<file path="config.mk">
export PLATFORM = sky130hd
export DESIGN_NAME = issue_dispatch
export DESIGN_NICKNAME = d
export VERILOG_FILES = /design/src/rtl/issue_dispatch.sv
export SDC_FILE = /design/constraint.sdc
export NUM_CORES = 1
export LEC_CHECK = 0
export CAP_MARGIN = 25
export CORE_AREA = 5 5 79 81
export DETAILED_ROUTE_END_ITERATION = 6
export DIE_AREA = 0 0 84 86
export PLACE_DENSITY = 0.72
export SYNTH_ARGS = -nofsm -noshare
export SYNTH_HDL_FRONTEND = slang
export SYNTH_SLANG_ARGS = --single-unit
</file>
<file path="constraint.sdc">
create_clock -name clock -period 6.5 [get_ports clock]
set_clock_uncertainty 0.15 [all_clocks]
set_input_delay 1.3 -clock clock [delete_from_list [all_inputs] [get_ports clock]]
set_output_delay 1.3 -clock clock [all_outputs]
set_load 0.005 [all_outputs]
</file>
<file path="src/rtl/issue_dispatch.sv">
// MPU-to-TPU issue transmitter: buffers issue requests in a ring FIFO and
// broadcasts the head entry to every enabled TPU until each one has acked it.
module issue_dispatch #(
  parameter int NUM_TPU   = 1,
  parameter int BUFF_SIZE = 4,
  parameter int WIDTH_NO  = 8
) (
  input  logic                        clock,
  input  logic                        reset,
  input  logic                        I_Req,
  input  logic [WIDTH_NO-1:0]         I_Issue_No,
  input  logic [NUM_TPU-1:0]          I_En_TPU,
  output logic                        O_Ack,
  input  logic                        I_Agg_Full,
  output logic                        O_Agg_Req,
  output logic [WIDTH_NO-1:0]         O_Agg_Issue_No,
  output logic [NUM_TPU-1:0]          O_Agg_En_TPU,
  output logic [NUM_TPU-1:0]          O_Issue_Req,
  output logic [WIDTH_NO-1:0]         O_Issue_No,
  input  logic [NUM_TPU-1:0]          I_Issue_Ack,
  output logic                        O_Full,
  output logic                        O_Empty,
  output logic [$clog2(BUFF_SIZE):0]  O_Num
);

  localparam int PTR_W = $clog2(BUFF_SIZE);
  localparam int NUM_W = PTR_W + 1;

  typedef enum logic [1:0] {
    IDLE = 2'd0,
    LOAD = 2'd1,
    SEND = 2'd2
  } state_t;

  logic [WIDTH_NO-1:0] fifo_no [BUFF_SIZE];
  logic [NUM_TPU-1:0]  fifo_en [BUFF_SIZE];
  logic [PTR_W-1:0]    wr_ptr;
  logic [PTR_W-1:0]    rd_ptr;
  logic [NUM_W-1:0]    num;
  logic [NUM_W-1:0]    num_nxt;
  state_t              state;
  state_t              state_nxt;
  logic [NUM_TPU-1:0]  pending;
  logic [NUM_TPU-1:0]  pending_nxt;
  logic [WIDTH_NO-1:0] cur_no;
  logic                accept;
  logic                pop;

  // Acceptance never bypasses a same-cycle pop: a full FIFO refuses outright.
  assign O_Full         = (num == NUM_W'(BUFF_SIZE));
  assign O_Empty        = (num == '0);
  assign O_Num          = num;
  assign accept         = I_Req & ~O_Full & ~I_Agg_Full & ~reset;
  assign O_Ack          = accept;
  assign O_Agg_Req      = accept;
  assign O_Agg_Issue_No = I_Issue_No;
  assign O_Agg_En_TPU   = I_En_TPU;

  always_comb begin
    state_nxt   = state;
    pending_nxt = pending;
    pop         = 1'b0;
    O_Issue_Req = '0;
    O_Issue_No  = '0;
    case (state)
      LOAD: pending_nxt = fifo_en[rd_ptr];
      SEND: begin
        O_Issue_Req = pending;
        O_Issue_No  = cur_no;
        pending_nxt = pending & ~I_Issue_Ack;
        pop         = (pending_nxt == '0);
      end
      default: ;
    endcase
    num_nxt = num + NUM_W'(accept) - NUM_W'(pop);
    // Entering LOAD on the post-edge count lets a fresh entry load right away.
    case (state)
      IDLE:    if (num_nxt != '0) state_nxt = LOAD;
      LOAD:    state_nxt = SEND;
      SEND:    if (pop) state_nxt = (num_nxt != '0) ? LOAD : IDLE;
      default: state_nxt = IDLE;
    endcase
  end

  always_ff @(posedge clock) begin
    if (reset) begin
      state   <= IDLE;
      wr_ptr  <= '0;
      rd_ptr  <= '0;
      num     <= '0;
      pending <= '0;
    end else begin
      state   <= state_nxt;
      num     <= num_nxt;
      pending <= pending_nxt;
      if (accept) wr_ptr <= wr_ptr + PTR_W'(1);
      if (pop)    rd_ptr <= rd_ptr + PTR_W'(1);
    end
  end

  // Storage and the latched issue number carry no reset; control gates them.
  always_ff @(posedge clock) begin
    if (accept) begin
      fifo_no[wr_ptr] <= I_Issue_No;
      fifo_en[wr_ptr] <= I_En_TPU;
    end
    if (state == LOAD) cur_no <= fifo_no[rd_ptr];
  end

endmodule

</file>
# Word-level counts from Yosys, hierarchy flattened

Memory sizes are Yosys's and may differ from the RTL's. A register that Yosys moved wholly into a read port is not among the register bits.
Cells that the tools add are included.

Bits in registers: 10
Bits in writable memories: 36
Bits of input ports: 14
Output and inout bits: 25
Memories: 2

Add/sub/neg operators: 4
Equal/unequal tests: 5
Multiplexer cells: 12
Bitwise gates (word level): 9
Reduce and logical (&&, ||, !) cells: 5

Memories:

| name    | words | width | read ports | clocked after memory_dff | wr ports | RTL line | RTL |
|---|---|---|---|---|---|---|---|
| fifo_no | 4     | 8     | 1          | 1                        | 1        | 35       | `logic [WIDTH_NO-1:0] fifo_no [BUFF_SIZE];` |
| fifo_en | 4     | 1     | 1          | 1                        | 1        | 36       | `logic [NUM_TPU-1:0] fifo_en [BUFF_SIZE];` |

Operators with widths:

| kind                                           | number |
|---|---|
| 2-to-1 mux 2 bit                               | 4 |
| 2-to-1 mux 8 bit                               | 1 |
| one-hot mux 2 bit (3 select lines)             | 1 |
| 2-to-1 mux 1 bit                               | 5 |
| NOT 1 bit                                      | 5 |
| adder 2 x 1 -> 2 bit (second input constant)   | 2 |
| bitwise AND 1 bit                              | 4 |
| inequality test 2 bit (second input constant)  | 2 |
| adder 3 x 1 -> 3 bit                           | 1 |
| == test 3 bit (second input constant)          | 1 |
| zero test 3 bit                                | 1 |
| nonzero test 3 bit                             | 1 |
| subtractor 3 x 1 -> 3 bit                      | 1 |
| == test 2 x 1 -> 1 bit (second input constant) | 1 |
| == test 2 bit (second input constant)          | 1 |
| zero test 2 bit                                | 1 |
| one-hot mux 1 bit (2 select lines)             | 1 |
| AND reduction 2 bit                            | 1 |
| nonzero test 2 bit                             | 1 |

# Longest topological paths before layout

Depth in word-level cells: 11
Mapped depth: 11
Depth with buffers taken out: 11

# Least setup slack after synthesis

No wires, ideal clock.

Path type: input to output
Start: in I_Agg_Full
End: out O_Agg_Req
Arrival: 2034 ps
Data required time: 5050 ps
Setup slack: 3016 ps
Cell stages on the path: 3
Buffers on the path: 1
Path through: or3b_1 > nor2_1 > buf_4

Word-level cells in the longest chain between the ends: 3

Ends and longest elaborated chain:

| what                           | RTL line | RTL |
|---|---|---|
| start: declaration             | 14       | `input logic I_Agg_Full,` |
| NOT 1 bit                      | 53       | `assign accept = I_Req & ~O_Full & ~I_Agg_Full & ~reset;` |
| bitwise AND 1 bit (2 in a row) | 53       |  |
| end: declaration               | 15       | `output logic O_Agg_Req,` |

Every way passes these cells.

# Worst setup path in the final report

Start: in reset
End: out O_Ack

Word-level cells in the longest chain between the ends: 2

Ends and longest elaborated chain:

| what               | RTL line | RTL |
|---|---|---|
| start: declaration | 9        | `input logic reset,` |
| NOT 1 bit          | 53       |  |
| bitwise AND 1 bit  | 53       |  |
| end: declaration   | 13       | `output logic O_Ack,` |

Every way passes these cells.

==> metrics.md <==
| Metric | Value |
|---|---|
| Initial antenna violation count | `0` |
| RSZ-0062 raised after global routing | `no` |
| Post-CTS setup buffer count | `0` |
| Min-delay src | `pending` |
| Final setup vio count | `0` |
| Core Util, Final | `53.19%` |
| CP endpoint kind | `output port` |
| Setup total negative slack | `0 ns` |
| PwrDens | `338.4 mW/mm^2` |
| # fillers | `444` |
| Number of diodes | `0` |
| Vias in the first global route | `1390` |
| Mapped Area | `0.002426 mm^2` |
| WP data required | `5.05 ns` |
| Reg2reg start | `state[0]` |
| Cell count of the worst reg-to-reg path | `11` |
| Vert. Die Dim | `86 um` |
| Ys Warns | `0` |
| Cts bufs inserted | `5` |
| Yosys cell types | `33` |
| Post-CTS sizing | `0` |
| Async S/R FF share, synth | `0%` |
| Worst setup path category | `input port to output port` |
| Max Fclk | `214.4 MHz` |
| Most used cell, CP | `clkdlybuf4s50_1` |
| Synth Area per Inst | `15.55 um^2` |
| Hpwl dp | `3003 um` |
| Crit path DAT | `3.21 ns` |
| Post-synth top area cell | `edfxtp_1` |
| Synth top area cells | `edfxtp_1 54%, dfxtp_1 9.9%, mux4_2 8.4%, ha_1 5.7%, buf_4 3.1%` |
| Rows | `27` |
| DRT Pass-1 Iters | `4` |
| Num ports | `39` |
| Total Wirelength | `4226 um` |
| PortBufs | `38` |
| Via density | `5.023` |
| Final #Nets | `212` |
| Crit path launch type | `input port` |
| Die footprint | `0.007224 mm^2` |
| Share of layout cells above drive strength 1 | `10.16%` |
| Hold Path Class | `flip-flop to flip-flop` |
| Core area | `0.005405 mm^2` |
| Run status | `finished clean` |
| Cells after Synth | `156` |
| Most frequent cell after synthesis | `edfxtp_1` |
| Slowest CP cell | `clkdlybuf4s50_1` |
| Horiz. Die Dim | `84 um` |
| Worst slew pin tran | `0.6668 ns` |
| Flop-to-flop setup slack | `3.37 ns` |
| Worst path bufs/invs | `2` |
| Worst path cell trace | `clkdlybuf4s50_1 -> or3b_1 -> nor2_1 -> clkdlybuf4s50_1` |
| Remaining DRCs | `0` |
| Cell family with most CP delay | `buffers and inverters` |
| Synth Net Count | `182` |
| Total track usage | `12.54%` |
| Worst-skew pair later-pin latency | `0.31 ns` |
| Top cells by count, synth | `44 x edfxtp_1, 12 x dfxtp_1, 11 x ha_1, 11 x inv_1, 10 x buf_4` |
| Minimum clock period after layout | `4.664 ns` |
| Final ANT Viol Nets | `0` |
| Max_slew headroom | `55.48%` |
| Critical Path Fanout Max | `15` |
| CTS root buf | `clkbuf_8` |
| Synthesis-stage register bit count | `56` |
| Clock Path Buffers | `2` |
| Slew Limit Fails | `0` |
| VDD IR-drop max | `0.0002076 V` |
| Area growth syn-to-layout | `18.51%` |
| Hold Path End | `pending` |
| TritonCTS clock tree | `done` |
| CP max stage delay | `0.66 ns` |
| Clk sinks | `56` |
| Seq/Total Area, Yosys | `64.36%` |
| WL/cell | `16.32 um` |
| Hold Buf Count CTS | `0` |
| Starting Density | `44.88%` |
| Hold Crit Depth | `2` |
| Number of synthesized flops with an enable pin | `44` |
| Maximum number of pins on one net before global-route repair | `18` |
| Tcrit/Tclk final | `71.75%` |
| Final Hold Fails | `0` |
| Via count | `1301` |
| First-pass GRT wire length | `6879 um` |
| Max Cap Viol | `0` |
| Overflow after GRT | `0` |
| Leakage dissipation | `0.0009886 uW` |
| Placer Congestion | `0.7111` |
| R2r endpoint | `state[1]` |
| Initial DRC count | `63` |
| Synth Flop Type | `edfxtp_1` |
| Clk slew on worst S/H paths | `0.10 ns` |
| Share of the synthesized area in the top cell type | `54.46%` |
| CTS H-tree depth | `2` |
==> worst min-delay path, cell delays in order (launching register included) <==
cell     delay [ns]
dfxtp_1        0.33
o21ai_0        0.08
a21oi_1        0.07
==> stage by stage <==
step / instances / instance area [um^2] / power, uW / setup WS, ns / hold WS (ns)
after floorplan: 156 / 2426 / 688.1 / 3.016 / 0.3163
after global placement: 251 / 2786 / 782.8 / 1.945 / 0.3468
after detailed placement: 251 / 2786 / 799.5 / 1.832 / 0.3476
after CTS: 259 / 2875 / 982.5 / 1.824 / 0.3631
after global routing: 259 / 2875 / 1029 / 1.653 / 0.3918
final: 259 / 2875 / 973.1 / 1.836 / 0.3644
==> routing by layer <==
layer | GRT usage (%) | part of all wire, % | up-vias
met5 | 0 | 0 | -
met4 | 3.070 | 1.2 | 0
met3 | 4.419 | 4.5 | 5
met2 | 23.72 | 56 | 25
met1 | 13.34 | 38 | 658
li1 | - | - | 613
==> placed cells by master (no fill, tap or decap), types with 2 or more instances in the layout <==
cell / n
and2_1: 9
clkinv_4: 2
nor2b_1: 4
nand2b_1: 3
nor2_1: 5
edfxtp_1: 44
o21ai_1: 2
inv_1: 11
clkdlybuf4s50_1: 38
and3_1: 4
or3b_1: 2
o21ai_0: 2
mux4_2: 9
clkbuf_8: 5
nand3_1: 3
a21oi_1: 6
ha_1: 11
dfxtp_1: 12
==> final cells by class <==
cell class / count / area [um^2] / share of cell area (%)
flip-flops and latches: 56 / 1562 / 54.31
multi-input cells: 73 / 704.4 / 24.50
repair buffers: 38 / 380.4 / 13.23
well taps: 72 / 90.09 / 3.133
clock buffers: 6 / 72.57 / 2.524
inverters: 12 / 50.05 / 1.741
clock inverters: 2 / 16.27 / 0.5657
==> state kept, by name, indices dropped and copies added, names as in the netlist, named ones only <==
name,cells
O_Num,3
cur_no,8
fifo_en,4
fifo_no,32
wr_ptr,2
rd_ptr,2
pending,1
state,2
==> worst max path at each step <==
| stage | from | end | slack [ns] | depth (start not counted) |
|---|---|---|---|---|
| 2_1_floorplan | I_Agg_Full | O_Agg_Req | 3.02 | 3 |
| 3_3_place_gp | reset | O_Agg_Req | 1.94 | 4 |
| 3_5_place_dp | reset | O_Ack | 1.83 | 4 |
| 4_1_cts | reset | O_Ack | 1.82 | 4 |
| 5_1_grt | reset | O_Ack | 1.65 | 4 |
| 6_report | reset | O_Ack | 1.84 | 4 |
==> power breakdown <==
group | switching [uW] | internal [uW]
sequential | 33.9 | 432
combinational | 143 | 179
clock | 108 | 76.8
total | 285 | 688
==> cell families after synthesis <==
group	after synthesis	share of synthesized area (%)
AO/OA/AOI/OAI	13	3.610
XOR/XNOR	1	1.031
adder cells (fa/ha/maj)	12	6.498
buffers and inverters	27	6.601
flip-flops	56	64.36
multiplexers	10	8.767
AND/OR/NAND/NOR	37	9.128
Power figures use the tool's default switching activity.
